`src/rtl/lib_cpu.sv`:
```
// rtl/lib_cpu.sv - shared loader/receiver state types and stream constants
package lib_cpu;

    typedef enum logic [2:0] {
        S_LEN,
        S_DATA,
        S_SUM,
        S_DONE,
        S_ERR
    } loader_state_e;

    typedef enum logic [2:0] {
        RX_IDLE,
        RX_START,
        RX_DATA,
        RX_STOP,
        RX_BREAK
    } rx_state_e;

    localparam int LEN_BYTES = 4;

endpackage

```
`src/rtl/uart_rx.sv`:
```
// rtl/uart_rx.sv - 8N1 receiver: 2-FF synchronizer, mid-bit sampling, framing check
module uart_rx
    import lib_cpu::*;
#(
    parameter int WAIT = 3125000
) (
    input  logic       clk,
    input  logic       reset,
    input  logic       rx,
    output logic [7:0] data,
    output logic       valid,
    output logic       frame_err
);

    localparam int CW = $clog2(WAIT + 1);
    localparam logic [CW-1:0] FULL = CW'(WAIT - 1);
    localparam logic [CW-1:0] HALF = CW'(WAIT / 2 - 1);

    rx_state_e     state_q, state_d;
    logic [CW-1:0] cnt_q, cnt_d;
    logic [2:0]    bit_q, bit_d;
    logic [7:0]    shift_q, shift_d;
    logic          rx_meta_q, rx_sync_q;

    always_ff @(posedge clk or posedge reset) begin
        if (reset) begin
            rx_meta_q <= 1'b1;
            rx_sync_q <= 1'b1;
            state_q   <= RX_IDLE;
            cnt_q     <= '0;
            bit_q     <= '0;
            shift_q   <= '0;
        end else begin
            rx_meta_q <= rx;
            rx_sync_q <= rx_meta_q;
            state_q   <= state_d;
            cnt_q     <= cnt_d;
            bit_q     <= bit_d;
            shift_q   <= shift_d;
        end
    end

    // IDLE is only re-entered with the line high, so a low level here is a falling edge
    always_comb begin
        state_d   = state_q;
        cnt_d     = cnt_q + CW'(1);
        bit_d     = bit_q;
        shift_d   = shift_q;
        valid     = 1'b0;
        frame_err = 1'b0;
        case (state_q)
            RX_IDLE: begin
                cnt_d = '0;
                bit_d = '0;
                if (!rx_sync_q) state_d = RX_START;
            end
            RX_START: begin
                if (cnt_q == HALF) begin
                    cnt_d   = '0;
                    state_d = rx_sync_q ? RX_IDLE : RX_DATA;
                end
            end
            RX_DATA: begin
                if (cnt_q == FULL) begin
                    cnt_d   = '0;
                    shift_d = {rx_sync_q, shift_q[7:1]};
                    bit_d   = bit_q + 3'd1;
                    if (bit_q == 3'd7) state_d = RX_STOP;
                end
            end
            RX_STOP: begin
                if (cnt_q == FULL) begin
                    cnt_d = '0;
                    if (rx_sync_q) begin
                        valid   = 1'b1;
                        state_d = RX_IDLE;
                    end else begin
                        frame_err = 1'b1;
                        state_d   = RX_BREAK;
                    end
                end
            end
            RX_BREAK: begin
                cnt_d = '0;
                if (rx_sync_q) state_d = RX_IDLE;
            end
            default: state_d = RX_IDLE;
        endcase
    end

    assign data = shift_q;

endmodule

```
`src/rtl/uart_rom_loader.sv`:
```
// rtl/uart_rom_loader.sv - loads a length-prefixed word image from UART into ROM, then releases the CPU
// Optional trailing XOR checksum byte: LOADER_CHECKSUM_EN
module uart_rom_loader
    import lib_cpu::*;
#(
    parameter int WAIT   = 3125000,
    parameter int ADDR_W = 8
) (
    input  logic              clk,
    input  logic              reset,
    input  logic              uart_rx,
    output logic              rom_we,
    output logic [ADDR_W-1:0] rom_addr,
    output logic [31:0]       rom_wdata,
    output logic              cpu_reset,
    output logic              done,
    output logic              err
);

    localparam logic [31:0] MAX_LEN = 32'd1 << ADDR_W;
`ifdef LOADER_CHECKSUM_EN
    localparam loader_state_e LOAD_END = S_SUM;
`else
    localparam loader_state_e LOAD_END = S_DONE;
`endif

    logic [7:0] rx_data;
    logic       rx_valid, rx_frame_err;

    uart_rx #(.WAIT(WAIT)) u_rx (
        .clk       (clk),
        .reset     (reset),
        .rx        (uart_rx),
        .data      (rx_data),
        .valid     (rx_valid),
        .frame_err (rx_frame_err)
    );

    loader_state_e     state_q, state_d;
    logic [1:0]        byte_q, byte_d;
    logic [31:0]       word_q, word_d;
    logic [ADDR_W:0]   len_q, len_d, cnt_q, cnt_d;
    logic              we_q, we_d, err_q, err_d;
    logic [ADDR_W-1:0] addr_q, addr_d;
    logic [31:0]       wdata_q, wdata_d;
`ifdef LOADER_CHECKSUM_EN
    logic [7:0]        sum_q, sum_d;
`endif

    logic [31:0] word_next;
    logic        last_byte;

    assign word_next = {rx_data, word_q[31:8]};
    assign last_byte = (byte_q == 2'(LEN_BYTES - 1));

    always_ff @(posedge clk or posedge reset) begin
        if (reset) begin
            state_q <= S_LEN;
            byte_q  <= '0;
            word_q  <= '0;
            len_q   <= '0;
            cnt_q   <= '0;
            we_q    <= 1'b0;
            addr_q  <= '0;
            wdata_q <= '0;
            err_q   <= 1'b0;
`ifdef LOADER_CHECKSUM_EN
            sum_q   <= '0;
`endif
        end else begin
            state_q <= state_d;
            byte_q  <= byte_d;
            word_q  <= word_d;
            len_q   <= len_d;
            cnt_q   <= cnt_d;
            we_q    <= we_d;
            addr_q  <= addr_d;
            wdata_q <= wdata_d;
            err_q   <= err_d;
`ifdef LOADER_CHECKSUM_EN
            sum_q   <= sum_d;
`endif
        end
    end

    always_comb begin
        state_d = state_q;
        byte_d  = byte_q;
        word_d  = word_q;
        len_d   = len_q;
        cnt_d   = cnt_q;
        we_d    = 1'b0;
        addr_d  = addr_q;
        wdata_d = wdata_q;
        err_d   = err_q | rx_frame_err;
`ifdef LOADER_CHECKSUM_EN
        sum_d   = sum_q;
`endif
        if (rx_valid && (state_q == S_LEN || state_q == S_DATA)) begin
            byte_d = byte_q + 2'd1;
            word_d = word_next;
`ifdef LOADER_CHECKSUM_EN
            sum_d  = sum_q ^ rx_data;
`endif
        end
        case (state_q)
            S_LEN: begin
                if (rx_frame_err) begin
                    state_d = S_ERR;
                end else if (rx_valid && last_byte) begin
                    len_d = word_next[ADDR_W:0];
                    if (word_next > MAX_LEN) begin
                        state_d = S_ERR;
                        err_d   = 1'b1;
                    end else if (word_next == '0) begin
                        state_d = LOAD_END;
                    end else begin
                        state_d = S_DATA;
                    end
                end
            end
            // leave one cycle after the final write so done trails the last rom_we
            S_DATA: begin
                if (rx_frame_err) begin
                    state_d = S_ERR;
                end else if (we_q && cnt_q == len_q) begin
                    state_d = LOAD_END;
                end else if (rx_valid && last_byte) begin
                    we_d    = 1'b1;
                    addr_d  = cnt_q[ADDR_W-1:0];
                    wdata_d = word_next;
                    cnt_d   = cnt_q + (ADDR_W + 1)'(1);
                end
            end
`ifdef LOADER_CHECKSUM_EN
            S_SUM: begin
                if (rx_frame_err) begin
                    state_d = S_ERR;
                end else if (rx_valid) begin
                    if (rx_data == sum_q) begin
                        state_d = S_DONE;
                    end else begin
                        state_d = S_ERR;
                        err_d   = 1'b1;
                    end
                end
            end
`endif
            default: state_d = state_q;
        endcase
    end

    assign rom_we    = we_q;
    assign rom_addr  = addr_q;
    assign rom_wdata = wdata_q;
    assign done      = (state_q == S_DONE);
    assign cpu_reset = (state_q != S_DONE);
    assign err       = err_q;

endmodule

```
`config.mk`:
```
export PLATFORM = sky130hd
export DESIGN_NAME = uart_rom_loader
export DESIGN_NICKNAME = d
export VERILOG_FILES = /design/src/rtl/lib_cpu.sv /design/src/rtl/uart_rx.sv /design/src/rtl/uart_rom_loader.sv
export SDC_FILE = /design/constraint.sdc
export NUM_CORES = 1
export LEC_CHECK = 0
export ABC_AREA = 1
export BUFFER_PORTS_ARGS = -buffer_cell sky130_fd_sc_hd__buf_2
export CAP_MARGIN = 20
export CORE_MARGIN = 8
export CORE_UTILIZATION = 42
export CTS_CLUSTER_DIAMETER = 200
export DETAILED_ROUTE_END_ITERATION = 10
export PLACE_DENSITY = 0.68
export RECOVER_POWER = 25
export SLEW_MARGIN = 10
export SYNTH_ARGS = -nofsm -noshare
export SYNTH_HDL_FRONTEND = slang
export SYNTH_SLANG_ARGS = --single-unit
```
`constraint.sdc`:
```
create_clock -name clk -period 3.8 [get_ports clk]
set_input_delay 0.19 -clock clk [delete_from_list [all_inputs] [get_ports clk]]
set_output_delay 0.19 -clock clk [all_outputs]
set_load 0.02 [all_outputs]
```
# == Word level (Yosys, flattened, before mapping) ==
# Index checks and enable logic that the tools add are counted.
# classes
addsub,4
n_mul,0
n_div,0
n_lt_le_gt_ge,1
n_eq_ne,20
shifts,0
n_mux,35
n_bitwise,3
n_reduce_logical,17
# op_table
operator,n
22-bit case mux with 3 select lines,1
22-bit 2-to-1 mux,2
3-bit 2-to-1 mux,13
32-bit by 9-bit greater-than comparator with 1-bit output (second input constant),1
32-bit zero test,1
22-bit by 1-bit adder with 22-bit output (second input constant),1
22-bit by 21-bit == test with 1-bit output (second input constant),1
22-bit == test (second input constant),1
3-bit case mux with 5 select lines,1
1-bit 2-to-1 mux,14
3-bit case mux with 2 select lines,2
2-bit by 1-bit != test with 1-bit output (second input constant),5
9-bit by 1-bit adder with 9-bit output (second input constant),1
3-bit by 2-bit == test with 1-bit output (second input constant),3
9-bit == test,1
3-bit by 2-bit != test with 1-bit output (second input constant),3
3-bit by 1-bit == test with 1-bit output (second input constant),2
3-bit == test (second input constant),2
3-bit zero test,2
3-bit AND reduction,2
6-bit AND reduction,1
2-bit 2-to-1 mux,2
2-bit AND reduction,2
4-bit AND reduction,1
10 further kinds,15
# totals
reg_bits,135
latch_bits,0
ram_bits,0
mem_bits_ro,0
inputBits,3
output_inout_bits,44
word_cells,95
mem_count,0

# == Longest topological paths before layout ==
# depth
ltp_word,8
mapped_depth,14

# == Cells and area by module ==
# A second synthesis with hierarchy kept.
# hier_totals
hier_cells,748
hier_area_um2,6062.1
# modules_own_cells
mod,n_inst,cells_each,area_per_inst_um2,seq_area_each_um2
uart_rom_loader,1,460,3867.5,2227.1
uart_rx,1,288,2194.6,953.4

# == Worst setup path before layout ==
# No wires, ideal clock.
# synth_timing
kind,reg-to-reg
start,register u_rx.cnt_q[0]
end,"register addr_q[0], in the netlist rom_addr[0]"
setup_ps,113
t_arrival_ps,1629
t_required_ps,3687
setup_slack_ps,2058
path_stages_with_launch,14
path_buffers,1
synth_period_minus_slack_ps,1742
path_cell_list,dfrtp_1 -> ha_1 -> nand2_2 -> nor2_1 -> nand3_1 -> nor2_4 -> nand2_2 -> nand3_2 -> inv_2 -> nand2_8 -> buf_6 -> nand2_1 -> nand2_1 -> inv_1
# synth_between
elab_chain_len,5
word_cells_on_any_way,8
classes_between,eq/ne (1); mux (4); bitwise (1); reduce/logical (2)
# synth_lines
item,line_no,source
start: declaration,uart_rx.sv:20,"logic [CW-1:0] cnt_q, cnt_d;"
start signal: assignment,uart_rx.sv:37,cnt_q <= cnt_d;
22-bit == test (*),uart_rx.sv:72,if (cnt_q == FULL) begin
1-bit 2-to-1 mux,uart_rx.sv:72,
1-bit 2-to-1 mux,uart_rx.sv:51,case (state_q)
1-bit logical AND / 1-bit inverter (equally long branches),n/a,
4-bit AND reduction (no line) (*),n/a,
end signal: assignment,uart_rom_loader.sv:77,addr_q <= addr_d;
end: declaration,uart_rom_loader.sv:44,"logic [ADDR_W-1:0] addr_q, addr_d;"
# Every way passes the cells marked *; elsewhere a longest branch is shown, timed or not.
# A chain may end at the register's enable or synchronous reset.

# == Final worst setup path ==
# layout_timing
start,register u_rx.cnt_q[5]
end,register word_q[8]
# layout_between
elab_chain_len,4
# layout_lines
item,line_no,source
22-bit == test,uart_rx.sv:72,
1-bit 2-to-1 mux,uart_rx.sv:72,
1-bit 2-to-1 mux,uart_rx.sv:51,
1-bit logical AND,uart_rom_loader.sv:99,if (rx_valid && (state_q == S_LEN || state_q == S_DATA)) begin
end signal: assignment,uart_rom_loader.sv:73,word_q <= word_d;
end: declaration,uart_rom_loader.sv:41,"logic [31:0] word_q, word_d;"
# Every way passes these cells.

==> metrics.txt <==
outcome=finished with violations; failing checks=max-capacitance violations, max-slew violations; starting density of the core=a little over two fifths; worst hold path endpoint=u_rx.rx_sync_q$_DFF_PP1_; # setup viols final=0; sequential fraction of the synthesis area=50.6%; internal power=2340 uW; Clock Skew=20.1 ps; total CTS buffers=17; worst reg2reg startpoint=u_rx.cnt_q[5]$_DFF_PP0_; WP data arrival=around 2800 ps; H-Tree Depth=4; layout cell share with drive strength beyond 1=17.5%; kind of critical path=flip-flop to flip-flop; vias in the first global route=4,702; antenna cell count=0; Vias/cell=4.89; worst-case clock buffer depth=2; first-pass GRT wire length=23,400 um; global route total overflow=0; Core ar.=0.0146 mm^2; Routed met2 length=5990 um; reg-to-reg endpoint=word_q[8]$_DFFE_PP0P_; worst-path fanout max=51; detailed placement HPWL=9830 um; DRC errors left=0; initial antenna violation count=0; via count=approximately 5,000; total track usage=between 10% and 20%; 1st-pass router iterations=5; Final period util=~64%; setup tns final=0 ps; max_slew headroom=-7.66%; CP required=slightly above 4000 ps; wl on met1=6820 um; pin count of the biggest net entering global routing=83; ANT nets after route=0; Critical Path End Type=flip-flop; sw frac=roughly 22%; Syn Area/Cell=8.22 um^2; area of the mapped netlist=0.00628 mm^2; clk slew on worst S/H paths=about 60 ps; Power Density=416 mW/mm^2; static leakage=0.00367 uW; hold depth=0; Reg2Reg Depth=9; Hold Crit Class=flip-flop to flip-flop; highest clock rate=between 400 and 500 MHz; wire per inst=approximately 14 um; Ports=47; peak supply drop=0.319 mV; Reg area=about 0.0032 mm^2; commonest non-fill, non-tap cell in the layout=nand2_1; CTS tree=built; Logic pwr share=1.1%; final wirelength=13,700 um; Final Hold Vio Count=0; die area=~0.019 mm^2; clk root buf=clkbuf_16; syn_nets=773; Area growth syn-to-layout=15.4%; flop-to-flop setup slack=1360 ps; launch point of the worst hold path=u_rx.rx_meta_q$_DFF_PP1_; Max-Cap Viols=1; I/O Buffers=46; area of the multi-input gates=0.00255 mm^2; Nets=approximately 830; Startpoint Class=flip-flop; hold_ws=around 350 ps; routability cong.=0.910; Clock power frac=54.0%; Post-CTS Resized=0; Yosys reg bits=127; fin. max-slew vios=67; Die H=138 um; minimum clock period=2440 ps; routed wl met3=752 um; Rows=44; Non-Filler Instances=1,014; worst setup path start=u_rx.cnt_q[5]$_DFF_PP0_; worst skew pair latency=around 430 ps; Setup Buffers After CTS=0; clk sink count=around 130; unrepaired setup endpoints after global routing=false; post-synthesis cell type count=35; Chip Width=138 um; Seq pwr share=around 45%; YS warnings=0; most frequent cells in the layout=nand2_1 (224), dfrtp_1 (125), inv_1 (104); Psw=673 uW; top layer in use=met4; Hold Buf Count CTS=1; DP Cell Count=979; Synth Instances=765; Slew @ Worst Pin=~1600 ps; drt initial violations=377; Layout fillers=1,358
==> cell type report <==
| cell class | count | share of cell area [%] |
|---|---|---|
| clock buffer | 17 | 5.86 |
| clock inverter | 15 | 2.40 |
| inverter | 112 | 5.81 |
| multi-input combinational | 509 | 35.1 |
| sequential | 127 | 43.8 |
| tap | 184 | 3.17 |
| timing repair buffer | 50 | 3.79 |
==> logic make-up (layout without fill, tap and decap cells) <==
group	count (synthesis)	after routing	synth area share, %
flip-flops	127	127	50.6
XOR/XNOR	16	16	2.23
AND/OR/NAND/NOR	387	387	26.7
buffers and inverters	129	194	8.84
AO/OA/AOI/OAI	101	101	10.6
adder cells (fa/ha/maj)	5	5	0.995
==> cell usage after synthesis, drive strengths merged <==
cell | instances | share of area (%)
xnor2 | 5 | 0.70
o211ai | 1 | 0.12
dfrtp | 125 | 50
ha | 5 | 1.0
nand4 | 12 | 1.2
and2 | 3 | 0.30
nand2 | 228 | 14
dfstp | 2 | 0.84
buf | 12 | 1.9
nor3b | 1 | 0.12
clkbuf | 5 | 0.30
a21boi | 1 | 0.12
nor4 | 2 | 0.20
or2 | 1 | 0.10
o21ai | 88 | 9.3
xor2 | 11 | 1.5
a21oi | 6 | 0.48
nand3 | 49 | 4.1
and3 | 6 | 0.60
o211a | 1 | 0.16
inv | 112 | 6.7
nor3 | 18 | 1.5
nor2 | 67 | 4.6
a31oi | 4 | 0.40
==> state kept, by name, indices dropped and copies added (netlist names) <==
name            flops
byte_q              2
u_rx.data           8
err                 1
len_q               9
u_rx.rx_sync_q      1
u_rx.state_q        3
state_q             3
rom_we              1
rom_addr            8
word_q             24
u_rx.bit_q          3
rom_wdata          32
u_rx.cnt_q         22
u_rx.rx_meta_q      1
cnt_q               9
==> power groups by stage <==
stage	registers, uW	clock network [uW]	logic (uW)
after floorplan	1380	0	20.7
after global placement	1380	0	33.4
after detailed placement	1380	0	33.2
after CTS	1360	1660	33.8
after global routing	1350	1720	39.2
final	1360	1630	32.4
==> how the worst max path moves through the flow <==
stage	end
5_1_grt	rom_wdata[7]$_DFFE_PP0P_
6_report	word_q[8]$_DFFE_PP0P_
3_3_place_gp	word_q[21]$_DFFE_PP0P_
3_5_place_dp	word_q[9]$_DFFE_PP0P_
2_1_floorplan	byte_q[0]$_DFFE_PP0P_
4_1_cts	word_q[8]$_DFFE_PP0P_
==> worst max-delay path, cell delays in order (launching register included) <==
cell and delay (ps):
dfrtp_1 380, inv_1 160, nand3_1 190, inv_1 90, nand2_1 50, nor2_1 120
nand2_1 90, inv_2 90, nand3_2 670, o21ai_0 460
==> routing by layer <==
layer,up-vias,global-route usage (%)
met5,-,0
met4,0,5.43
met3,14,3.87
met2,124,21.2
met1,2294,20.3
li1,2530,-
==> metrics by stage <==
| step | setup slack, ps | instance area [um^2] | total power, uW | utilization (%) |
|---|---|---|---|---|
| 2_1_floorplan | 229 | 6280 | 1400 | - |
| 3_3_place_gp | 1410 | 6630 | 1410 | 45.5 |
| 3_5_place_dp | 1370 | 6630 | 1410 | 45.5 |
| 4_1_cts | 1350 | 7240 | 3050 | 49.6 |
| 5_1_grt | 947 | 7260 | 3110 | 49.7 |
| 6_report | 1360 | 7260 | 3020 | 49.7 |
No activity file was read; power rests on OpenSTA's default activity.
